--- src/rtl/regfile_pkg.sv ---
// Shared definitions for the register-file write path.
// Holds the register file geometry, the write-arbiter state encoding and
// the packed record that describes one write-port transaction.
package regfile_pkg;

    localparam int REG_ADDR_W = 5;
    localparam int DATA_W     = 32;
    localparam int NUM_REGS   = 32;
    localparam int ZERO_REG   = 0;

    // Arbiter state encoding, kept as plain constants so older tools and
    // netlist-level debug scripts see a fixed 1-bit code.
    localparam logic [0:0] ARB_S   = 1'b0;
    localparam logic [0:0] CLEAR_S = 1'b1;

    // Clear sequence walks r1..r31; r0 is hard-wired and never written.
    localparam logic [REG_ADDR_W-1:0] FIRST_CLR_REG = REG_ADDR_W'(ZERO_REG + 1);
    localparam logic [REG_ADDR_W-1:0] LAST_CLR_REG  = REG_ADDR_W'(NUM_REGS - 1);

    typedef struct packed {
        logic                  we;
        logic [REG_ADDR_W-1:0] addr;
        logic [DATA_W-1:0]     data;
    } wrPort_t;

endpackage

--- src/rtl/regfile_write_arbiter_if.sv ---
// Writeback request bundle between NUM_REQ requesters and the write arbiter.
//   req_valid  : per-requester write request
//   req_ready  : per-requester grant (transfer when valid & ready at an edge)
//   req_reg    : destination register, requester i in bits [5i+4:5i]
//   req_data   : write data, requester i in bits [32i+31:32i]
// master = requester side, slave = arbiter side.
interface regfile_write_arbiter_if #(
    parameter int NUM_REQ = 2
);
    import regfile_pkg::*;

    logic [NUM_REQ-1:0]            req_valid;
    logic [NUM_REQ-1:0]            req_ready;
    logic [REG_ADDR_W*NUM_REQ-1:0] req_reg;
    logic [DATA_W*NUM_REQ-1:0]     req_data;

    modport master (
        output req_valid,
        output req_reg,
        output req_data,
        input  req_ready
    );

    modport slave (
        input  req_valid,
        input  req_reg,
        input  req_data,
        output req_ready
    );

endinterface

--- src/rtl/rr_arbiter.sv ---
// Combinational round-robin arbiter.
// Searches the request vector starting one position after ptr (wrapping)
// and grants the first asserted request.
//   req   : request vector
//   ptr   : index of the most recent winner
//   grant : one-hot grant (all zero when nothing requests)
//   idx   : encoded index of the granted requester
//   any   : at least one request is asserted
module rr_arbiter #(
    parameter int N     = 2,
    parameter int IDX_W = (N > 1) ? $clog2(N) : 1
) (
    input  logic [N-1:0]     req,
    input  logic [IDX_W-1:0] ptr,
    output logic [N-1:0]     grant,
    output logic [IDX_W-1:0] idx,
    output logic             any
);

    always_comb begin
        logic [IDX_W-1:0] cand;
        grant = '0;
        idx   = '0;
        any   = 1'b0;
        cand  = '0;
        for (int off = 1; off <= N; off++) begin
            cand = IDX_W'((int'(ptr) + off) % N);
            if (!any && req[cand]) begin
                grant[cand] = 1'b1;
                idx         = cand;
                any         = 1'b1;
            end
        end
    end

endmodule

--- src/rtl/regfile_write_arbiter.sv ---
// Owner of the register file's single write port.
// Round-robin shares the port between NUM_REQ writeback requesters and runs
// a one-register-per-cycle clear of r1..r31 on demand.
//   clock, ctrl_reset  : clock and synchronous active-high reset
//   clear_start        : pulse that launches the clear sequence
//   clear_busy         : high while the clear sequence runs
//   reqIf              : requester valid/ready/reg/data bundle (slave side)
//   ctrl_writeEnable   : registered write enable to the register file
//   ctrl_writeReg      : registered write address
//   data_writeReg      : registered write data
//   grant_id           : requester that produced the current port contents
module regfile_write_arbiter
    import regfile_pkg::*;
#(
    parameter int NUM_REQ = 2,
    parameter int ID_W    = 2
) (
    input  logic                  clock,
    input  logic                  ctrl_reset,
    input  logic                  clear_start,
    output logic                  clear_busy,
    regfile_write_arbiter_if.slave reqIf,
    output logic                  ctrl_writeEnable,
    output logic [REG_ADDR_W-1:0] ctrl_writeReg,
    output logic [DATA_W-1:0]     data_writeReg,
    output logic [ID_W-1:0]       grant_id
);

    localparam int PTR_W = (NUM_REQ > 1) ? $clog2(NUM_REQ) : 1;

    logic [0:0]            state;
    logic [PTR_W-1:0]      rrPtr;
    logic [REG_ADDR_W-1:0] clearCnt;
    wrPort_t               wrPort;
    logic [ID_W-1:0]       grantIdQ;

    logic [NUM_REQ-1:0]    arbGrant;
    logic [PTR_W-1:0]      arbIdx;
    logic                  arbAny;
    logic                  arbEnable;
    logic                  accept;

    logic [REG_ADDR_W-1:0] regArr  [NUM_REQ];
    logic [DATA_W-1:0]     dataArr [NUM_REQ];
    logic [REG_ADDR_W-1:0] selReg;
    logic [DATA_W-1:0]     selData;

    rr_arbiter #(
        .N     (NUM_REQ),
        .IDX_W (PTR_W)
    ) uRrArbiter (
        .req   (reqIf.req_valid),
        .ptr   (rrPtr),
        .grant (arbGrant),
        .idx   (arbIdx),
        .any   (arbAny)
    );

    always_comb begin
        for (int i = 0; i < NUM_REQ; i++) begin
            regArr[i]  = reqIf.req_reg[i*REG_ADDR_W +: REG_ADDR_W];
            dataArr[i] = reqIf.req_data[i*DATA_W +: DATA_W];
        end
    end

    assign selReg  = regArr[arbIdx];
    assign selData = dataArr[arbIdx];

    // A clear request or reset in the same cycle suppresses every grant, so a
    // waiting requester simply keeps valid high and retries later.
    assign arbEnable       = (state == ARB_S) && !clear_start && !ctrl_reset;
    assign reqIf.req_ready = arbEnable ? arbGrant : '0;
    assign accept          = arbEnable && arbAny;

    always_ff @(posedge clock) begin
        if (ctrl_reset) begin
            state    <= ARB_S;
            rrPtr    <= PTR_W'(NUM_REQ - 1);
            clearCnt <= FIRST_CLR_REG;
            wrPort   <= '0;
            grantIdQ <= '0;
        end else if (state == CLEAR_S) begin
            wrPort   <= '{we: 1'b1, addr: clearCnt, data: '0};
            grantIdQ <= '0;
            if (clearCnt == LAST_CLR_REG) begin
                state    <= ARB_S;
                clearCnt <= FIRST_CLR_REG;
            end else begin
                clearCnt <= clearCnt + 1'b1;
            end
        end else if (clear_start) begin
            state     <= CLEAR_S;
            wrPort.we <= 1'b0;
        end else if (accept) begin
            // r0 writes complete the handshake but never enable the port.
            wrPort.we   <= (selReg != REG_ADDR_W'(ZERO_REG));
            wrPort.addr <= selReg;
            wrPort.data <= selData;
            grantIdQ    <= ID_W'(arbIdx);
            rrPtr       <= arbIdx;
        end else begin
            wrPort.we <= 1'b0;
        end
    end

    assign clear_busy       = (state == CLEAR_S);
    assign ctrl_writeEnable = wrPort.we;
    assign ctrl_writeReg    = wrPort.addr;
    assign data_writeReg    = wrPort.data;
    assign grant_id         = grantIdQ;

endmodule

--- src/flat_wrapper.sv ---
// flat-port wrapper written by rule: the top's interface ports become plain ports
module regfile_write_arbiter_flat import regfile_pkg::*;
#(
    parameter int NUM_REQ = 2,
    parameter int ID_W    = 2
)
  (clock, ctrl_reset, clear_start, clear_busy, ctrl_writeEnable, ctrl_writeReg, data_writeReg, grant_id, reqIf_req_valid, reqIf_req_reg, reqIf_req_data, reqIf_req_ready);
  regfile_write_arbiter_if #(.NUM_REQ(NUM_REQ)) reqIf_i ();
  input  logic clock;
  input  logic ctrl_reset;
  input  logic clear_start;
  output logic clear_busy;
  output logic ctrl_writeEnable;
  output logic [REG_ADDR_W-1:0] ctrl_writeReg;
  output logic [DATA_W-1:0] data_writeReg;
  output logic [ID_W-1:0] grant_id;
  input wire logic [$bits(reqIf_i.req_valid)-1:0] reqIf_req_valid;
  input wire logic [$bits(reqIf_i.req_reg)-1:0] reqIf_req_reg;
  input wire logic [$bits(reqIf_i.req_data)-1:0] reqIf_req_data;
  output wire logic [$bits(reqIf_i.req_ready)-1:0] reqIf_req_ready;
  assign reqIf_i.req_valid = reqIf_req_valid;
  assign reqIf_i.req_reg = reqIf_req_reg;
  assign reqIf_i.req_data = reqIf_req_data;
  assign reqIf_req_ready = reqIf_i.req_ready;
  regfile_write_arbiter #(.NUM_REQ(NUM_REQ), .ID_W(ID_W)) u_core (.clock(clock), .ctrl_reset(ctrl_reset), .clear_start(clear_start), .clear_busy(clear_busy), .reqIf(reqIf_i), .ctrl_writeEnable(ctrl_writeEnable), .ctrl_writeReg(ctrl_writeReg), .data_writeReg(data_writeReg), .grant_id(grant_id));
endmodule
--- config.mk ---
export PLATFORM = sky130hd
export DESIGN_NAME = regfile_write_arbiter_flat
export DESIGN_NICKNAME = d
export VERILOG_FILES = /design/src/rtl/regfile_pkg.sv /design/src/rtl/regfile_write_arbiter_if.sv /design/src/rtl/rr_arbiter.sv /design/src/rtl/regfile_write_arbiter.sv /design/src/flat_wrapper.sv
export SDC_FILE = /design/constraint.sdc
export NUM_CORES = 1
export LEC_CHECK = 0
export BUFFER_PORTS_ARGS = -buffer_cell sky130_fd_sc_hd__buf_4
export CORE_UTILIZATION = 47
export CTS_CLUSTER_SIZE = 14
export DETAILED_ROUTE_END_ITERATION = 6
export PLACE_DENSITY_LB_ADDON = 0.3
export SLEW_MARGIN = 20
export SYNTH_ARGS = -nofsm -noshare
export SYNTH_HDL_FRONTEND = slang
export SYNTH_SLANG_ARGS = --single-unit
--- constraint.sdc ---
create_clock -name clock -period 2.9 [get_ports clock]
set_input_delay 0.145 -clock clock [delete_from_list [all_inputs] [get_ports clock]]
set_output_delay 0.145 -clock clock [all_outputs]
set_load 0.01 [all_outputs]
After elaboration in Yosys (flattened, before gate mapping)
Index checks and enable logic that the tools add are counted.
W data, S select, Z words.

storage, ports and cells
  register bits = 46
  logic and storage cells = 66

cells by class
  $add $sub $neg = 3
  $lt $le $gt $ge = 5
  equal/unequal tests = 2
  muxes and demuxes = 30
  bitwise logic cells = 4
  reduce and logical (&&, ||, !) cells = 15

operators by type and width
  kind                   count
  $mux W32               3
  $mux W37               2
  $mux W38               1
  $mux W5                4
  $mux W1                15
  $logic_and A1 B1 Y1    6
  $mux W2                3
  $add A5 B1 Y5 const B  1
  $eq A5 B5 Y1 const B   1
  $reduce_bool A5 Y1     1
  $lt A1 B2 Y1 const B   2
  $reduce_and A2 Y1      2
  $logic_not A1 Y1       3
  $reduce_and A3 Y1      1
  $add A1 B1 Y1 const B  2
  $demux W1 S1           2
  $ge A1 B1 Y1 const B   2
  $ge A2 B2 Y1 const B   1
  $ne A2 B1 Y1 const B   1
  $not A1 Y1             2
  $not A1 Y2             1
  $or A2 B2 Y2           1
  $reduce_bool A2 Y1     1
  $reduce_or A2 Y1       1

Logic depth before layout (Yosys ltp)
  depth after elaboration = 15
  gate-level depth with buffers = 6

Cells and area by module
A second synthesis with hierarchy kept.

second synthesis, totals
  cell total of the unflattened synthesis = 235
  area total of the unflattened synthesis = 2163.3 sq um

modules (own cells, without submodules)
  module                 times used  cells an instance  area an instance (sq um)  seq. area each (sq um)
  regfile_write_arbiter  1           230                2130.8                    920.9
  rr_arbiter             1           5                  32.5                      0.0

Least setup slack after synthesis
Ideal clock, no wire load.

  path type = flip-flop to flip-flop
  start = register u_core.clearCnt[0]
  end = register u_core.clearCnt[3]
  library setup time = 0.070 ns
  arrival time = 1.519 ns
  slack = 1.310 ns
  stages on the path, launching flop included = 6
  path through = dfxtp_1 -> ha_1 -> and3_1 -> ha_1 -> or4_1 -> a21oi_1

on the way
  word-level cells in the longest chain between the ends = 2

ends and longest elaborated chain
  what                                                  RTL line                                                  text
  from (decl)                                           regfile_write_arbiter.sv:33                               logic [REG_ADDR_W-1:0] clearCnt;
  from (signal assigned)                                regfile_write_arbiter.sv:89                               clearCnt <= clearCnt + 1'b1;
  $add A5 B1 Y5 / $eq A5 B5 Y1 (equally long branches)  regfile_write_arbiter.sv:89, regfile_write_arbiter.sv:85
  $mux W5 *                                             regfile_write_arbiter.sv:85                               if (clearCnt == LAST_CLR_REG) begin

Mark *: on every way between the ends. The rest lies on a longest branch, timed or not.
A chain may end at the register's enable or synchronous reset.

Worst setup path in the final report
Ends and elaborated chain as after synthesis.

==> results.toml <==
[yosys]
syn_area_per_cell_um2 = 9.56
synth-edff-count = 0
netlist_area_um2 = 2170
async_reset_ff_share_pct = 0
yosys_warnings = 0
ys.flop_type = "dfxtp_1"
ys_seq_area_share_pct = 42.4
ys_seq_elements = 46
netlist_instances = 227
syn_nets = 308
synth_cell_types = 35

[floorplan]
die_area_um2 = 4890
initial_core_util_pct = 49.5
core_area_um2 = 4380
die_y_um = 70.0
die_w_um = 70.0
rows = 24
ioPinCount = 122

[power]
p_leak_nw = 1.40
power_w = 0.00139
power_per_cell_area_nw_per_um2 = 437
ir_drop_v = 0.000293

[final_layout]
areaGrowthSynthToFinish_pct = 46.2
instances_no_fill = 390
finalNetCount = 418
layout-drive-gt1-share_pct = 40.5
num_antenna_cells = 0

[drt]
wl_per_cell_um = 14.7
viasPerCell = 5.68
remaining_drc_errors = 0
vias = 2216
detail-route-antenna-nets = 0
drt_iter0_drc = 150
first_pass_iters = 4
routed_wl_um = 5750

[timing]
worst_pin_slew_ns = 0.500
setup-tns-final_ns = 0
setup_slack_ns = 1.16
setup_violations = 0
hold_viol = 0
rsz0062_at_grt = "false"
slew_violations = 0
relSlewSlack_pct = 66.6
fmax_mhz = 576
fin_crit_ns = 1.74
holdWs_ns = 0.113
skew_ns = 0.00387
period_share_pct = 59.9

[clock_network]
htreeDepth = 2
cts_buffer_depth = 2
clock_sinks = 46
cts_made_buffers = 5
clk_pin_slew_ns = 0.08
worstSkewPairLatency_ns = 0.30
cts_root_buf = "clkbuf_8"
cts_tree = "yes"
hold_buffers = 0
post_cts_buffers = 0
cts_resized = 0

[critical_path]
crit_required_ns = 3.14
cp_max_fo = 6
r2r_start = "u_core.clearCnt[0]"
cp-endpoint = "u_core.clearCnt[3]"
r2r_setup_slack_ns = 1.16
r2r_end = "u_core.clearCnt[3]"
critPathKind = "flop to flop"
end_kind = "flop"
reg2reg_depth = 5
cp-start-kind = "flop"
setup.worst_path.start = "u_core.clearCnt[0]"
crit_arrival_ns = 1.97

[run_status]
outcome = "finished clean"

[placed_design]
hpwl_um = 4180
port_buffers = 120
dp_cells = 382
pre_cts_ws_ns = 1.21
place_congestion = 0.733

[global_route]
grt_usage_pct = 24.3
grt_max_degree = 40
grt_pass1_wl_um = 9660
grt_pass1_vias = 2160
antenna_found_initial = 0
grt.overflow.total = 0

[hold_path]
hold_path.startpoint = "reqIf_req_data[26]"
min_path_type = "input pin to flop"

[run]
drv_cap = 0
[Yosys cell counts, types with 2 or more instances]
| library cell | n | area (um^2) |
|---|---|---|
| a21oi_1 | 2 | 10.0 |
| a221o_1 | 2 | 20.0 |
| a32oi_1 | 5 | 43.8 |
| buf_2 | 3 | 15.0 |
| buf_4 | 5 | 37.5 |
| clkbuf_1 | 13 | 48.8 |
| dfxtp_1 | 46 | 921 |
| ha_1 | 2 | 25.0 |
| mux2i_1 | 39 | 390 |
| nand2_1 | 4 | 15.0 |
| nor2_1 | 9 | 33.8 |
| nor2b_1 | 2 | 12.5 |
| nor3_1 | 3 | 15.0 |
| o211ai_1 | 32 | 240 |
| o21ai_0 | 39 | 195 |
| o21bai_1 | 2 | 15.0 |
[cell families (layout without fill, tap and decap cells)]
logic type,Yosys count,after routing,share of synthesized area (%)
flip-flops,46,46,42.4
multiplexers,39,39,18.0
other,1,1,0.173
AO/OA/AOI/OAI,88,88,26.5
buffers and inverters,23,134,5.01
adder cells (fa/ha/maj),2,2,1.15
AND/OR/NAND/NOR,28,28,6.80
[cell type report]
| type | count | area, um^2 |
|---|---|---|
| clock buffers | 6 | 82.6 |
| clock inverters | 2 | 12.5 |
| fillers | 363 | 1210 |
| inverters | 1 | 3.75 |
| multi-input cells | 158 | 1150 |
| flip-flops and latches | 46 | 921 |
| well taps | 52 | 65.1 |
| repair buffers | 125 | 938 |
[routing by layer]
| metal | GRT usage [%] | vias to the layer above | share of wire (%) |
|---|---|---|---|
| li1 | - | 1072 | - |
| met1 | 27.9 | 1047 | 41 |
| met2 | 43.6 | 88 | 52 |
| met3 | 5.92 | 9 | 6.4 |
| met4 | 8.44 | 0 | 1.5 |
| met5 | 0 | - | 0 |
[stage by stage]
step / utilization (%) / cell area, um^2
global placement: 70.2 / 3080
CTS: 72.4 / 3170
detailed placement: 70.2 / 3080
floorplan: - / 2170
finish: 72.4 / 3170
global route: 72.4 / 3170
[critical path: stages, from the launching register on]
cell	delay, ns
dfxtp_1	0.36
ha_1	0.24
and3_1	0.20
ha_1	0.24
or4_1	0.49
a21oi_1	0.15
[power by group]
part / switching (W) / internal (W)
clock: 0.000215 / 0.000192
sequential: 0.0000248 / 0.000666
combinational: 0.000130 / 0.000160
[layout by cell type (no fill, tap or decap), types with 2 or more instances in the layout]
| master | n |
|---|---|
| nand2_1 | 4 |
| nor2_2 | 2 |
| nor2_1 | 8 |
| nor3_1 | 3 |
| dfxtp_1 | 46 |
| o21ai_0 | 39 |
| a221o_1 | 2 |
| ha_1 | 2 |
| clkbuf_8 | 6 |
| a21oi_1 | 2 |
| mux2i_1 | 39 |
| a32oi_1 | 5 |
| buf_4 | 125 |
| o211ai_1 | 32 |
| nor2b_1 | 2 |
| o21bai_1 | 2 |
[registers in the layout (all words and copies together), names as in the netlist]
| signal | count |
|---|---|
| u_core.data_writeReg | 32 |
| u_core.rrPtr | 1 |
| u_core.grant_id | 1 |
| u_core.ctrl_writeReg | 5 |
| u_core.clearCnt | 5 |
| u_core.clear_busy | 1 |
| u_core.ctrl_writeEnable | 1 |
[worst min path at each step]
stage | to | slack [ns] | cells after the start
after detailed placement | u_core.data_writeReg[4] | 0.43 | 3
after global placement | u_core.data_writeReg[4] | 0.42 | 3
after global routing | u_core.data_writeReg[25] | 0.12 | 3
after floorplan | u_core.ctrl_writeReg[3] | 0.33 | 2
after CTS | u_core.clearCnt[3] | 0.11 | 2
final | u_core.data_writeReg[26] | 0.11 | 3
No activity file was read; power rests on OpenSTA's default activity.
